[src/rtl/hex_display_bank.sv]
// N-digit hex 7-segment driver: per-digit value/blank/blink registers, static parallel
// outputs and a time-multiplexed scan bus with a free-running blink phase.
module hex_display_bank #(
  parameter int  NUM_DIGITS     = 4,
  parameter int  SCAN_DIV       = 50000,
  parameter int  BLINK_DIV      = 25000000,
  parameter bit  ACTIVE_LOW_SEG = 1'b1,
  localparam int SEL_W          = (NUM_DIGITS > 1) ? $clog2(NUM_DIGITS) : 1
) (
  input  logic                    clk,
  input  logic                    reset,
  input  logic                    wr_en,
  input  logic [SEL_W-1:0]        wr_sel,
  input  logic [3:0]              value_in,
  input  logic                    blank_in,
  input  logic                    blink_in,
  input  logic                    clear,
  output logic [7*NUM_DIGITS-1:0] displays,
  output logic [6:0]              scan_seg,
  output logic [NUM_DIGITS-1:0]   scan_en,
  output logic                    blink_phase
);

  localparam int SCAN_W  = (SCAN_DIV > 1) ? $clog2(SCAN_DIV) : 1;
  localparam int BLINK_W = (BLINK_DIV > 1) ? $clog2(BLINK_DIV) : 1;

  localparam logic [SCAN_W-1:0]  SCAN_LAST  = SCAN_W'(SCAN_DIV - 1);
  localparam logic [BLINK_W-1:0] BLINK_LAST = BLINK_W'(BLINK_DIV - 1);
  localparam logic [SEL_W-1:0]   IDX_LAST   = SEL_W'(NUM_DIGITS - 1);

  logic [NUM_DIGITS-1:0][3:0] val_q, val_d;
  logic [NUM_DIGITS-1:0]      blank_q, blank_d;
  logic [NUM_DIGITS-1:0]      blink_q, blink_d;

  logic [SCAN_W-1:0]  scan_cnt_q, scan_cnt_d;
  logic [SEL_W-1:0]   scan_idx_q, scan_idx_d;
  logic [BLINK_W-1:0] blink_cnt_q, blink_cnt_d;
  logic               blink_phase_q, blink_phase_d;

  logic [NUM_DIGITS-1:0][6:0] digit_seg;

  // Active-high gfedcba pattern; polarity is applied afterwards.
  function automatic logic [6:0] hex_to_seg(input logic [3:0] v);
    logic [6:0] s;
    unique case (v)
      4'h0: s = 7'h3F;  4'h1: s = 7'h06;  4'h2: s = 7'h5B;  4'h3: s = 7'h4F;
      4'h4: s = 7'h66;  4'h5: s = 7'h6D;  4'h6: s = 7'h7D;  4'h7: s = 7'h07;
      4'h8: s = 7'h7F;  4'h9: s = 7'h6F;  4'hA: s = 7'h77;  4'hB: s = 7'h7C;
      4'hC: s = 7'h39;  4'hD: s = 7'h5E;  4'hE: s = 7'h79;  default: s = 7'h71;
    endcase
    return s;
  endfunction

  always_comb begin
    // NOTE: every always_comb output gets a default first, so no path leaves it unassigned and infers a latch.
    val_d   = val_q;
    blank_d = blank_q;
    blink_d = blink_q;
    if (clear) begin
      val_d   = '0;
      blank_d = '1;
      blink_d = '0;
    end else if (wr_en && (int'(wr_sel) < NUM_DIGITS)) begin
      val_d[wr_sel]   = value_in;
      blank_d[wr_sel] = blank_in;
      blink_d[wr_sel] = blink_in;
    end
  end

  always_comb begin
    scan_cnt_d = scan_cnt_q + SCAN_W'(1);
    scan_idx_d = scan_idx_q;
    if (scan_cnt_q == SCAN_LAST) begin
      scan_cnt_d = '0;
      scan_idx_d = (scan_idx_q == IDX_LAST) ? '0 : scan_idx_q + SEL_W'(1);
    end

    blink_cnt_d   = blink_cnt_q + BLINK_W'(1);
    blink_phase_d = blink_phase_q;
    if (blink_cnt_q == BLINK_LAST) begin
      blink_cnt_d   = '0;
      blink_phase_d = ~blink_phase_q;
    end
  end

  always_ff @(posedge clk) begin
    // NOTE: sequential state uses non-blocking assignments so every flop samples pre-edge values.
    if (reset) begin
      // NOTE: the digit registers are a handful of flops, not a RAM, so they are reset to a known dark state.
      val_q         <= '0;
      blank_q       <= '1;
      blink_q       <= '0;
      scan_cnt_q    <= '0;
      scan_idx_q    <= '0;
      blink_cnt_q   <= '0;
      blink_phase_q <= 1'b0;
    end else begin
      val_q         <= val_d;
      blank_q       <= blank_d;
      blink_q       <= blink_d;
      scan_cnt_q    <= scan_cnt_d;
      scan_idx_q    <= scan_idx_d;
      blink_cnt_q   <= blink_cnt_d;
      blink_phase_q <= blink_phase_d;
    end
  end

  always_comb begin
    for (int i = 0; i < NUM_DIGITS; i++) begin
      digit_seg[i] = (blank_q[i] || (blink_q[i] && blink_phase_q)) ? 7'h00 : hex_to_seg(val_q[i]);
      if (ACTIVE_LOW_SEG) digit_seg[i] = ~digit_seg[i];
    end
  end

  // Packed layout already places digit i on bits [7i+6:7i].
  assign displays    = digit_seg;
  assign blink_phase = blink_phase_q;

  always_comb begin
    scan_seg = digit_seg[0];
    scan_en  = '0;
    for (int i = 0; i < NUM_DIGITS; i++) begin
      if (int'(scan_idx_q) == i) begin
        scan_seg   = digit_seg[i];
        scan_en[i] = 1'b1;
      end
    end
  end

endmodule
[config.mk]
export PLATFORM = sky130hd
export DESIGN_NAME = hex_display_bank
export DESIGN_NICKNAME = d
export VERILOG_FILES = /design/src/rtl/hex_display_bank.sv
export SDC_FILE = /design/constraint.sdc
export NUM_CORES = 1
export LEC_CHECK = 0
export ABC_CLOCK_PERIOD_IN_PS = 4450
export CAP_MARGIN = 0
export CORE_MARGIN = 1
export CORE_UTILIZATION = 45
export CTS_CLUSTER_SIZE = 25
export DETAILED_ROUTE_END_ITERATION = 8
export GPL_ROUTABILITY_DRIVEN = 0
export PLACE_DENSITY = 0.65
export SLEW_MARGIN = 15
export SYNTH_ARGS = -nofsm -noshare
export SYNTH_HDL_FRONTEND = slang
export SYNTH_SLANG_ARGS = --single-unit
[constraint.sdc]
create_clock -name clk -period 4.45 [get_ports clk]
set_input_delay 0.89 -clock clk [delete_from_list [all_inputs] [get_ports clk]]
set_output_delay 0.89 -clock clk [all_outputs]
set_load 0.005 [all_outputs]
# Word level (Yosys, flattened, before mapping)
# Memories as Yosys holds them, arrays and structs flattened. A register that Yosys moved wholly into a read port is not among the register bits.
# Index checks and enable logic that the tools add are counted.
# word_totals
mem_bits_ro	448
mem_count	4
word_cells	70
input_bits	12
output_inout_bits	40
ff_bits	68
# mem_list
memory	depth	width	rd	rd_clocked_by_memory_dff	write_ports	line	text
(no name shown)	16	7	1	1	0	45	unique case (v)
(no name shown)	16	7	1	1	0	45	
(no name shown)	16	7	1	1	0	45	
(no name shown)	16	7	1	1	0	45	
# classes
reduce_logical	13
n_bitwise	5
n_mux	27
add_sub_neg	3
n_eq_ne	6
order_cmp	2
# op_table
operator	count
7-bit 2-to-1 mux	7
4-bit 2-to-1 mux	9
7-bit inverter	4
25-bit by 1-bit adder with 25-bit output, second input constant	1
25-bit equality test, second input constant	1
16-bit by 1-bit adder with 16-bit output, second input constant	1
16-bit bitwise mux	1
16-bit equality test, second input constant	1
4-bit bitwise mux	2
4-bit demux with 2-bit select	1
2-bit equality test, second input constant	3
2-bit OR reduction	3
1-bit logical AND	5
1-bit 2-to-1 mux	5
1-bit logical OR	4
2-bit by 3-bit < comparator with 1-bit output, second input constant	1
2-bit by 1-bit adder with 2-bit output, second input constant	1
1-bit demux with 2-bit select	1
2-bit by 1-bit equality test with 1-bit output, second input constant	1
2-bit by 1-bit >= comparator with 1-bit output, second input constant	1
2-bit zero test	1
2-bit 2-to-1 mux	1
1-bit inverter	1

# Longest topological paths before layout
# Gate-level depths: netlist of the first run.
# logic_depth
ltp_word	7
depth_mapped	10
ltp_nobuf	8

# Least setup slack after synthesis of the first run
# OpenSTA, ideal clock, no wires.
# synth_path
path_type	input to register
from	in clear
to	reg with a tool-made name
setup_ps	103
setup_slack_ps	1541
arrival_ps	2806
stages	8
required_time_ps	4347
path_cell_list	or2_2 -> clkbuf_1 -> clkbuf_1 -> a21oi_1 -> inv_1 -> ha_1 -> mux2_2 -> a222oi_1
# synth_rtl
item	line	text
start: declaration	17	input logic clear,

# Worst setup path in the final report of the first run
# layout_path
from	reg blink_phase_q, in the netlist blink_phase
to	out scan_seg[6]
# layout_via
elab_chain_len	7
elab_cells_between_ends	19
# layout_lines
item	line	text
start: declaration	38	logic blink_phase_q, blink_phase_d;
start signal: assignment	104	blink_phase_q <= blink_phase_d;
1-bit logical AND	110	digit_seg[i] = (blank_q[i] || (blink_q[i] && blink_phase_q)) ? 7'h00 : hex_to_seg(val_q[i]);
1-bit logical OR	110	
7-bit 2-to-1 mux	110	
7-bit inverter	111	if (ACTIVE_LOW_SEG) digit_seg[i] = ~digit_seg[i];
7-bit 2-to-1 mux (2 in a row)	123	if (int'(scan_idx_q) == i) begin
7-bit 2-to-1 mux *	123	
end: declaration	19	output logic [6:0] scan_seg,
# Mark *: on every way between the ends. The rest lies on a longest branch, timed or not.

==> results of run 1 <==
[kinds of logic after synthesis]
kind of cell / count (synthesis)
AO/OA/AOI/OAI: 119
XOR/XNOR: 26
adder cells (fa/ha/maj): 34
buffers and inverters: 52
flip-flops: 96
multiplexers: 30
AND/OR/NAND/NOR: 243
[per-stage QoR]
step	cell area [um2]	utilization, %
after floorplan	5180	-
after global placement	5780	52.4
after detailed placement	5780	52.4
after CTS	6080	55.1
after global routing	6080	55.1
final	6080	55.1
[area by class of cell]
| class | instances | area share [%] |
|---|---|---|
| Tap cell | 140 | 2.88 |
| Sequential cell | 96 | 31.6 |
| Clock buffer | 9 | 3.70 |
| Multi-Input combinational cell | 452 | 49.9 |
| Clock inverter | 7 | 1.19 |
| Inverter | 25 | 1.54 |
| Timing Repair Buffer | 57 | 9.14 |
[worst max-delay path by stage]
| stage | startpoint | to | cells after the start |
|---|---|---|---|
| after floorplan | clear | register | 8 |
| after global placement | wr_sel[1] | register | 8 |
| after detailed placement | wr_sel[1] | register | 8 |
| after CTS | blink_phase$_SDFFE_PP0N_ | scan_seg[0] | 5 |
| after global routing | blink_phase$_SDFFE_PP0N_ | scan_seg[0] | 5 |
| final | blink_phase$_SDFFE_PP0N_ | scan_seg[6] | 5 |
[where the power goes]
part | switching [mW] | internal, mW
Combinational | 0.0719 | 0.0529
Clock | 0.340 | 0.435
Sequential | 0.00960 | 0.873
Total | 0.422 | 1.36
[metal layers]
layer	share of wire (%)	vias up
li1	-	2273
met1	45	2131
met2	47	123
met3	4.7	23
met4	2.7	0
met5	0	-
[critical path, cell delays in order (launching register included)]
cell	delay, ns
dfxtp_1	0.41
a21oi_1	0.84
nand3_1	0.15
o211ai_1	0.23
a32oi_1	0.10
clkdlybuf4s50_1	0.50
[layout by cell type (no fill, tap or decap), types with 7 or more instances in the layout]
cell,n
a21oi_1,49
a32oi_1,7
and3_1,10
clkbuf_16,9
clkdlybuf4s50_1,51
dfxtp_1,96
ha_1,34
inv_1,25
mux2i_1,23
nand2_1,73
nand3_1,31
nand4_1,12
nor2_1,56
nor3_1,13
nor4_1,8
o211ai_1,8
o21ai_0,7
or4_1,7
xnor2_1,15
xor2_1,11
==> summary.txt, run 1 <==
Setup path
  • Worst Setup End Kind: primary output
  • Crit path DAT: 2.59 ns
  • Startpoint types: register
  • Critical Path Fanout Max: 14
  • Reg-to-Reg End: blink_cnt_q[10]$_SDFF_PP0_
  • Reg2reg start: blink_cnt_q[0]$_SDFF_PP0_
  • Crit path kind: reg -> out
  • Worst endpoint required time: 3.56 ns
  • Register-to-register path setup slack: 2.09 ns
  • Reg2reg path depth: 5

Synthesis
  • Top post-synthesis cells by count: dfxtp_1 (96), nand2_1 (73), nor2_1 (56), a21oi_1 (49), ha_1 (34)
  • Largest family of logic cells by synthesized area: simple AND/OR/NAND/NOR gates
  • Netlist cell types: 55
  • EDFF count, synth: 0
  • Mux cell area share after synthesis: 6.13%
  • Most numerous cell in the Yosys netlist: dfxtp_1
  • Syn_nets: 646
  • Synthesized area per cell: 8.64 um2
  • Adder-Cell Fraction of Synth Area: 8.21%
  • Simple-gate portion of the synthesized area: 23.5%
  • Synthesized flop and latch total: 96
  • Netlist Area Pre-Place: 0.00518 mm2
  • Syn Inst Count: 600
  • Yosys top cell area share: 37.1%
  • Synth area leaders: dfxtp_1 (37%), ha_1 (8.2%), nand2_1 (5.3%)
  • FFs w/ async S/R, synth: 0%
  • Dominant cell type by area after synthesis: dfxtp_1
  • Yosys warnings: 0
  • Ys flop type: dfxtp_1
  • Register area share after synthesis: 37.1%
  • Post-synthesis xor/xnor area fraction: 4.39%
  • Post-synthesis compound-gate area fraction: 16.4%

Timing
  • Final hold vios: 0
  • Min Tclk post-route: 3.48 ns
  • Endpoints failing setup: 0
  • Slew Viols, Final: 0
  • RSZ-0062 raised after global routing: no
  • WHS: 0.467 ns
  • Worst Skew: 0.00523 ns
  • Maximum clock rate: 0.288 GHz
  • Final WS setup: 0.973 ns
  • Relative slew slack: 32.6%
  • Period utilization: 78.1%
  • Worst Max-Slew Pin Slew: 1.01 ns
  • Setup TNS: 0 ns

Floorplan
  • Site Rows: 38
  • Core Box Area: 0.0110 mm2
  • Initial Utilization: 47.0%
  • Ports: 52
  • Die height: 109 um
  • Die Area: 0.0119 mm2
  • Die span in x: 109 um

Cells and area
  • Sequential cell area: 0.00192 mm2
  • Layout cells sized above 1: 5.88%
  • Area of the multi-input gates: 0.00304 mm2
  • Final Non-Filler Cells: 786
  • Diodes inserted: 0
  • Fill count: 1031
  • Final net count: 687
  • Area delta synth->final: 17.3%

Run status
  • Status: complete, no violations

GRT
  • First-pass GRT wire length: 20400 um
  • Largest net degree at the start of global routing: 37
  • Initial antenna violation count: 0
  • Total gr overflow: 0
  • Met1 Track Usage GR: 26.7%
  • M3 GR Usage: 5.63%
  • Vias in the first global route: 4263
  • M2 GR Usage: 38.1%
  • Grt peak-use layer: met2
  • GRT Total Usage: 22.3%

Place
  • Placed Cells: 770
  • Dpl hpwl: 9540 um
  • Port Buffers: 51
  • Place WS: 0.765 ns

Routing
  • Post-Route WL: 12800 um
  • Pre-antenna DRT Iters: 5
  • Remaining antenna violation count: 0
  • Initial DRC count: 267
  • Drt drc: 0
  • Routed vias: 4550
  • Routed len/inst: 16.2 um
  • Vias per cell: 5.79

Power
  • Leakage power: 2.23 nW
  • Design Power: 1.78 mW
  • PwrDens: 293 mW/mm2
  • Worst VDD drop: 0.000316 V

CTS
  • Clock tree buffer depth: 2
  • H-tree levels: 3
  • CTS Buf Count: 9
  • CTS Hold Buffers Added: 0
  • Post_cts resized: 0
  • CTS tree: built
  • Clk_lat worst skew: 0.35 ns
  • Root Buffer: clkbuf_16
  • CTS Sinks: 96
  • Reg clk slew, reported paths: 0.07 ns
  • Post-CTS Setup Repair Bufs: 0

Job
  • Max-cap viol count: 0

Worst hold path
  • Worst Hold End: blink_q[2]$_SDFFE_PP0P_
  • Min-delay worst type: reg -> reg
  • Worst Hold Depth: 2
  • Worst Hold Launch: blink_q[2]$_SDFFE_PP0P_
Power figures use the tool's default switching activity.
==> inputs of run 2 (changes only) <==
ABC_CLOCK_PERIOD_IN_PS = 2930   (was 4450)
PLACE_DENSITY = 0.68   (was 0.65)
clock period = 2.93 ns   (was 4.45 ns; I/O delays follow)
==> run 2 against run 1 <==
  * Power is 61% higher
  * Worst hold slack worse by 0.0027 ns
  * Critical endpoint is now scan_seg[5]
  * Sequential cell count stayed put
  * Critical path depth is 2 higher
  * Highest routed layer unchanged
  * Global-route usage is 0.65 points higher
==> summary.txt, run 2 (synthesis gave the netlist of run 1 again) <==
Floorplan
  • Core Box Area: 0.0110 mm2 (unchanged)
  • Die span in x: 109 um (unchanged)
  • Site Rows: 38 (unchanged)
  • Initial Utilization: 47.0% (unchanged)
  • Die Area: 0.0119 mm2 (unchanged)
  • Die height: 109 um (unchanged)
  • Ports: 52 (unchanged)

Routing
  • Initial DRC count: 402 (+51%)
  • Post-Route WL: 13200 um (+3.4%)
  • Drt drc: 0 (unchanged)
  • Routed len/inst: 16.2 um (-0.44%)
  • Vias per cell: 5.74 (-0.84%)
  • Pre-antenna DRT Iters: 5 (unchanged)
  • Remaining antenna violation count: 0 (unchanged)
  • Routed vias: 4684 (+2.9%)

Timing
  • Setup TNS: 0 ns (unchanged)
  • RSZ-0062 raised after global routing: no
  • Maximum clock rate: 0.349 GHz
  • WHS: 0.464 ns (-0.00271 ns)
  • Period utilization: 97.7%
  • Worst Skew: 0.00625 ns (+0.00103 ns)
  • Final hold vios: 0 (unchanged)
  • Relative slew slack: 54.8% (+22 points)
  • Endpoints failing setup: 0 (unchanged)
  • Final WS setup: 0.0683 ns (-0.905 ns)
  • Min Tclk post-route: 2.86 ns
  • Worst Max-Slew Pin Slew: 0.678 ns (-0.333 ns)
  • Slew Viols, Final: 0 (unchanged)

Cells and area
  • Layout cells sized above 1: 11.2% (+5.4 points)
  • Final Util: 57.8% (+2.7 points)
  • Final Non-Filler Cells: 816 (+3.8%)
  • Diodes inserted: 0 (unchanged)
  • Commonest non-fill, non-tap cells in the layout: dfxtp_1 (95), nand2_1 (73), nor2_1 (56)
  • Area delta synth->final: 23.1%
  • Commonest non-fill, non-tap cell in the layout: dfxtp_1
  • Final net count: 717 (+4.4%)

CTS
  • Reg clk slew, reported paths: 0.07 ns (about the same)
  • Root Buffer: clkbuf_16
  • CTS Sinks: 96 (unchanged)
  • CTS Buf Count: 9 (unchanged)
  • Clk_lat worst skew: 0.35 ns (about the same)
  • CTS tree: built
  • Post-CTS Setup Repair Bufs: 0 (unchanged)
  • H-tree levels: 3 (unchanged)
  • Clock tree buffer depth: 2 (unchanged)

Setup path
  • Startpoint types: register
  • Critical path cell sequence: buf_4 > a21oi_1 > buf_4 > nand2_1 > o211ai_1 > a32oi_1 > clkdlybuf4s50_1
  • Worst Setup End Kind: primary output
  • Crit path DAT: 2.28 ns (-0.31 ns)
  • Reg2reg path depth: 6 (+1)
  • Critical Path Fanout Max: 7 (-7)
  • Reg-to-Reg End: blink_cnt_q[12]$_SDFF_PP0_
  • Most frequent CP cell: buf_4
  • Register-to-register path setup slack: 0.95 ns (-1.14 ns)
  • Reg2reg start: blink_cnt_q[0]$_SDFF_PP0_
  • CP delay by family, top: buffers and inverters
  • Setup crit end: scan_seg[5]
  • Crit path kind: reg -> out
  • Buf+Inv Stages, Crit Path: 3 (+2)
  • Worst endpoint required time: 2.34 ns (-1.22 ns)
  • CP startpoint: blink_phase$_SDFFE_PP0N_
  • CP max stage delay: 0.48 ns (-0.36 ns)
  • Critical path's slowest cell: clkdlybuf4s50_1
  • CP Depth: 7 (+2)

GRT
  • Total gr overflow: 0 (unchanged)
  • GRT Total Usage: 22.9% (+0.65 points)
  • Largest net degree at the start of global routing: 26 (-30%)
  • First-pass GRT wire length: 21000 um (+2.8%)
  • Initial antenna violation count: 0 (unchanged)
  • Vias in the first global route: 4346 (+1.9%)

Place
  • Port Buffers: 51 (unchanged)
  • Place WS: 0.00461 ns (-0.761 ns)
  • Dpl hpwl: 9980 um (+4.7%)
  • Placed Cells: 800 (+3.9%)

Worst hold path
  • Min-delay worst type: reg -> reg

Power
  • PwrDens: 449 mW/mm2 (+53%)
  • Leakage power: 2.40 nW (+7.6%)
  • Worst VDD drop: 0.000484 V (+53%)

Run status
  • Status: complete, no violations

Job
  • Max-cap viol count: 0 (unchanged)
[run 2: layout make-up]
class,instances,area [um2]
fillers,979,4650
multi-input cells,452,3070
flip-flops and latches,96,1920
repair buffers,87,781
clock buffers,11,253
well taps,140,175
inverters,25,93.8
clock inverters,5,85.1
[run 2: layer usage]
layer	vias to the layer above	GRT usage (%)	wire (um)	share of wire [%]
met5	-	0	0	0
met4	0	8.57	374	2.8
met3	28	4.92	692	5.2
met2	153	38.4	6320	48
met1	2184	28.9	5810	44
li1	2319	-	-	-
[run 2: worst register-to-register path, cell delays in order, from the launching register on]
cell     delay (ns)
dfxtp_1        0.38
ha_1           0.24
and4_1         0.34
nand3_1        0.23
o31ai_4        0.28
buf_4          0.30
nor2_1         0.10
[run 2: worst min path at each step]
stage | slack [ns] | end | startpoint | cells past startpoint
CTS | 0.47 | scan_cnt_q[0]$_SDFF_PP0_ | scan_cnt_q[0]$_SDFF_PP0_ | 1
global route | 0.48 | scan_cnt_q[0]$_SDFF_PP0_ | scan_cnt_q[0]$_SDFF_PP0_ | 1
global placement | 0.45 | blink_q[3]$_SDFFE_PP0P_ | blink_q[3]$_SDFFE_PP0P_ | 2
floorplan | 0.43 | scan_cnt_q[0]$_SDFF_PP0_ | scan_cnt_q[0]$_SDFF_PP0_ | 1
finish | 0.46 | scan_cnt_q[0]$_SDFF_PP0_ | scan_cnt_q[0]$_SDFF_PP0_ | 1
detailed placement | 0.45 | scan_cnt_q[0]$_SDFF_PP0_ | scan_cnt_q[0]$_SDFF_PP0_ | 1
[run 2: through the flow]
step                instance area, um2  power [mW]
floorplan                         5180        1.49
global placement                  6010        1.57
detailed placement                6010        1.58
CTS                               6360        2.89
global route                      6380        2.97
finish                            6380        2.86
[run 2: report_power, final]
part	internal [mW]	total [mW]	switching (mW)	leakage (nW)
clock network	0.800	1.31	0.513	0.163
logic	0.0952	0.210	0.115	1.45
registers	1.33	1.34	0.0147	0.778
[run 2: timing repair]
item / in CTS / in global routing
endpoints found under the setup margin: 9 / 7
hold buffers: 0 / 0
resized for setup: 3 / 5
endpoints found under the hold margin: 0 / 0
==> inputs of run 3 (changes only) <==
CAP_MARGIN = not set   (was 0)
CELL_PAD_IN_SITES_DETAIL_PLACEMENT = 1   (was not set)
CELL_PAD_IN_SITES_GLOBAL_PLACEMENT = 2   (was not set)
CORE_UTILIZATION = 32   (was 45)
PLACE_DENSITY = not set   (was 0.68)
PLACE_DENSITY_LB_ADDON = 0.1   (was not set)
SKIP_LAST_GASP = 1   (was not set)
==> run 3 against run 2 <==
  * First-iteration DRC count fell by 33%
  * Power fell by 7.4%
  * Cell count rose by 10%
  * Register-to-register slack got worse by 0.04 ns
  * Sequential cell count did not move
  * Global-route usage fell by 2.9 points
  * Non-clock buffer count rose by 9
  * Sequential share of layout area fell by 0.38 points
  * Clock-buffer cell count rose by 2
  * Setup slack improved by 0.032 ns
  * Routed wire length rose by 20%
  * Largest cell class unchanged
==> summary.txt, run 3 (synthesis gave the netlist of run 1 again) <==
Timing
  • Slew Viols, Final: 0 (unchanged)
  • Final hold vios: 0 (unchanged)
  • Relative slew slack: 57.2% (+2.4 points)
  • Period utilization: 96.6% (-1.1 points)
  • Endpoints failing setup: 0 (unchanged)
  • Min Tclk post-route: 2.83 ns (-0.0321 ns)
  • Final WS setup: 0.100 ns (+0.0321 ns)
  • Worst Max-Slew Pin Slew: 0.637 ns (-0.0417 ns)
  • RSZ-0062 raised after global routing: no
  • Maximum clock rate: 0.353 GHz (+1.1%)
  • Worst Skew: 0.00581 ns (-0.000445 ns)
  • WHS: 0.456 ns (-0.00777 ns)

Setup path
  • Critical Path Fanout Max: 7 (unchanged)
  • Reg-to-Reg End: blink_cnt_q[14]$_SDFF_PP0_
  • Reg2reg start: blink_cnt_q[0]$_SDFF_PP0_
  • Register-to-register path setup slack: 0.91 ns (-0.04 ns)
  • Crit path kind: reg -> out
  • Startpoint types: register
  • Crit path DAT: 2.24 ns (-0.04 ns)
  • Worst Setup End Kind: primary output
  • Worst endpoint required time: 2.34 ns (about the same)
  • Reg2reg path depth: 6 (unchanged)

GRT
  • Vias in the first global route: 4820 (+11%)
  • First-pass GRT wire length: 25600 um (+22%)
  • Total gr overflow: 0 (unchanged)
  • Initial antenna violation count: 0 (unchanged)
  • Largest net degree at the start of global routing: 26 (unchanged)
  • GRT Total Usage: 20.1% (-2.9 points)

Cells and area
  • Final Util: 40.8% (-17 points)
  • Area delta synth->final: 24.6%
  • Final Non-Filler Cells: 901 (+10%)
  • Final net count: 726 (+1.3%)
  • Diodes inserted: 0 (unchanged)
  • Commonest non-fill, non-tap cell in the layout: dfxtp_1
  • Layout cells sized above 1: 11.2% (about the same)
  • Commonest non-fill, non-tap cells in the layout: dfxtp_1 (96), nand2_1 (73), nor2_1 (56)

Routing
  • Post-Route WL: 15900 um (+20%)
  • Pre-antenna DRT Iters: 4 (-1)
  • Routed len/inst: 17.6 um (+9.0%)
  • Vias per cell: 5.21 (-9.2%)
  • Drt drc: 0 (unchanged)
  • Routed vias: 4696 (+0.26%)
  • Remaining antenna violation count: 0 (unchanged)
  • Initial DRC count: 269 (-33%)

Place
  • Placed Cells: 885 (+11%)
  • Place WS: -0.0856 ns (-0.0902 ns)
  • Port Buffers: 51 (unchanged)
  • Dpl hpwl: 12400 um (+24%)

Floorplan
  • Die Area: 0.0167 mm2 (+40%)
  • Die span in x: 129 um (+18%)
  • Initial Utilization: 32.7% (-14 points)
  • Site Rows: 46 (+21%)
  • Ports: 52 (unchanged)
  • Die height: 129 um (+18%)
  • Core Box Area: 0.0158 mm2 (+43%)

Worst hold path
  • Worst Hold Launch: blink_q[2]$_SDFFE_PP0P_
  • Worst Hold End: blink_q[2]$_SDFFE_PP0P_
  • Min-delay worst type: reg -> reg
  • Worst Hold Depth: 2 (+1)

CTS
  • Post_cts resized: 2 (-1)
  • CTS Hold Buffers Added: 0 (unchanged)
  • Post-CTS Setup Repair Bufs: 0 (unchanged)
  • Clock tree buffer depth: 2 (unchanged)
  • Root Buffer: clkbuf_16
  • CTS tree: built
  • Clk_lat worst skew: 0.35 ns (about the same)
  • CTS Buf Count: 9 (unchanged)
  • CTS Sinks: 96 (unchanged)
  • Reg clk slew, reported paths: 0.06 ns (about the same)
  • H-tree levels: 3 (unchanged)

Power
  • Leakage power: 2.41 nW (+0.46%)
  • PwrDens: 411 mW/mm2 (-8.5%)
  • Design Power: 2.65 mW (-7.4%)
  • Worst VDD drop: 0.000233 V (-52%)

Job
  • Max-cap viol count: 0 (unchanged)

Run status
  • Status: complete, no violations
-- run 3: worst max path at each step --
stage / start / endpoint / cells after the start
floorplan: clear / register / 8
global placement: wr_sel[1] / register / 9
global route: blink_phase$_SDFFE_PP0N_ / scan_seg[1] / 4
CTS: scan_idx_q[1]$_SDFFE_PP0N_ / scan_seg[3] / 6
finish: blink_phase$_SDFFE_PP0N_ / scan_seg[5] / 6
detailed placement: wr_sel[1] / register / 9
-- run 3: stage by stage --
step	cell area (um2)	setup TNS, ns
finish	6460	0
global route	6460	0
CTS	6450	0
detailed placement	6170	-0.205
global placement	6170	0
floorplan	5180	0
-- run 3: power by group --
| part | internal (mW) | total, mW | switching (mW) |
|---|---|---|---|
| Clock | 0.597 | 1.09 | 0.492 |
| Combinational | 0.0991 | 0.221 | 0.122 |
| Sequential | 1.33 | 1.34 | 0.0154 |
-- run 3: layout make-up --
class                           instances  area (um2)
Timing Repair Buffer                   96         848
Clock buffer                           13         250
Clock inverter                          3        17.5
Fill cell                            1837        9370
Sequential cell                        96        1920
Inverter                               25        93.8
Tap cell                              216         270
Multi-Input combinational cell        452        3050
-- run 3: worst max-delay path, cell delays in order (launching register included) --
cell	delay, ns
dfxtp_1	0.53
a21oi_1	0.12
buf_4	0.18
nand2_1	0.15
a21oi_1	0.12
a32oi_1	0.25
clkdlybuf4s50_1	0.55
-- run 3: per-layer routing --
metal / wire, um / up-vias / global-route usage (%)
met4: 383 / 0 / 7.40
met2: 7830 / 86 / 34.5
li1: - / 2345 / -
met3: 495 / 20 / 4.46
met5: 0 / - / 0
met1: 7180 / 2245 / 24.5
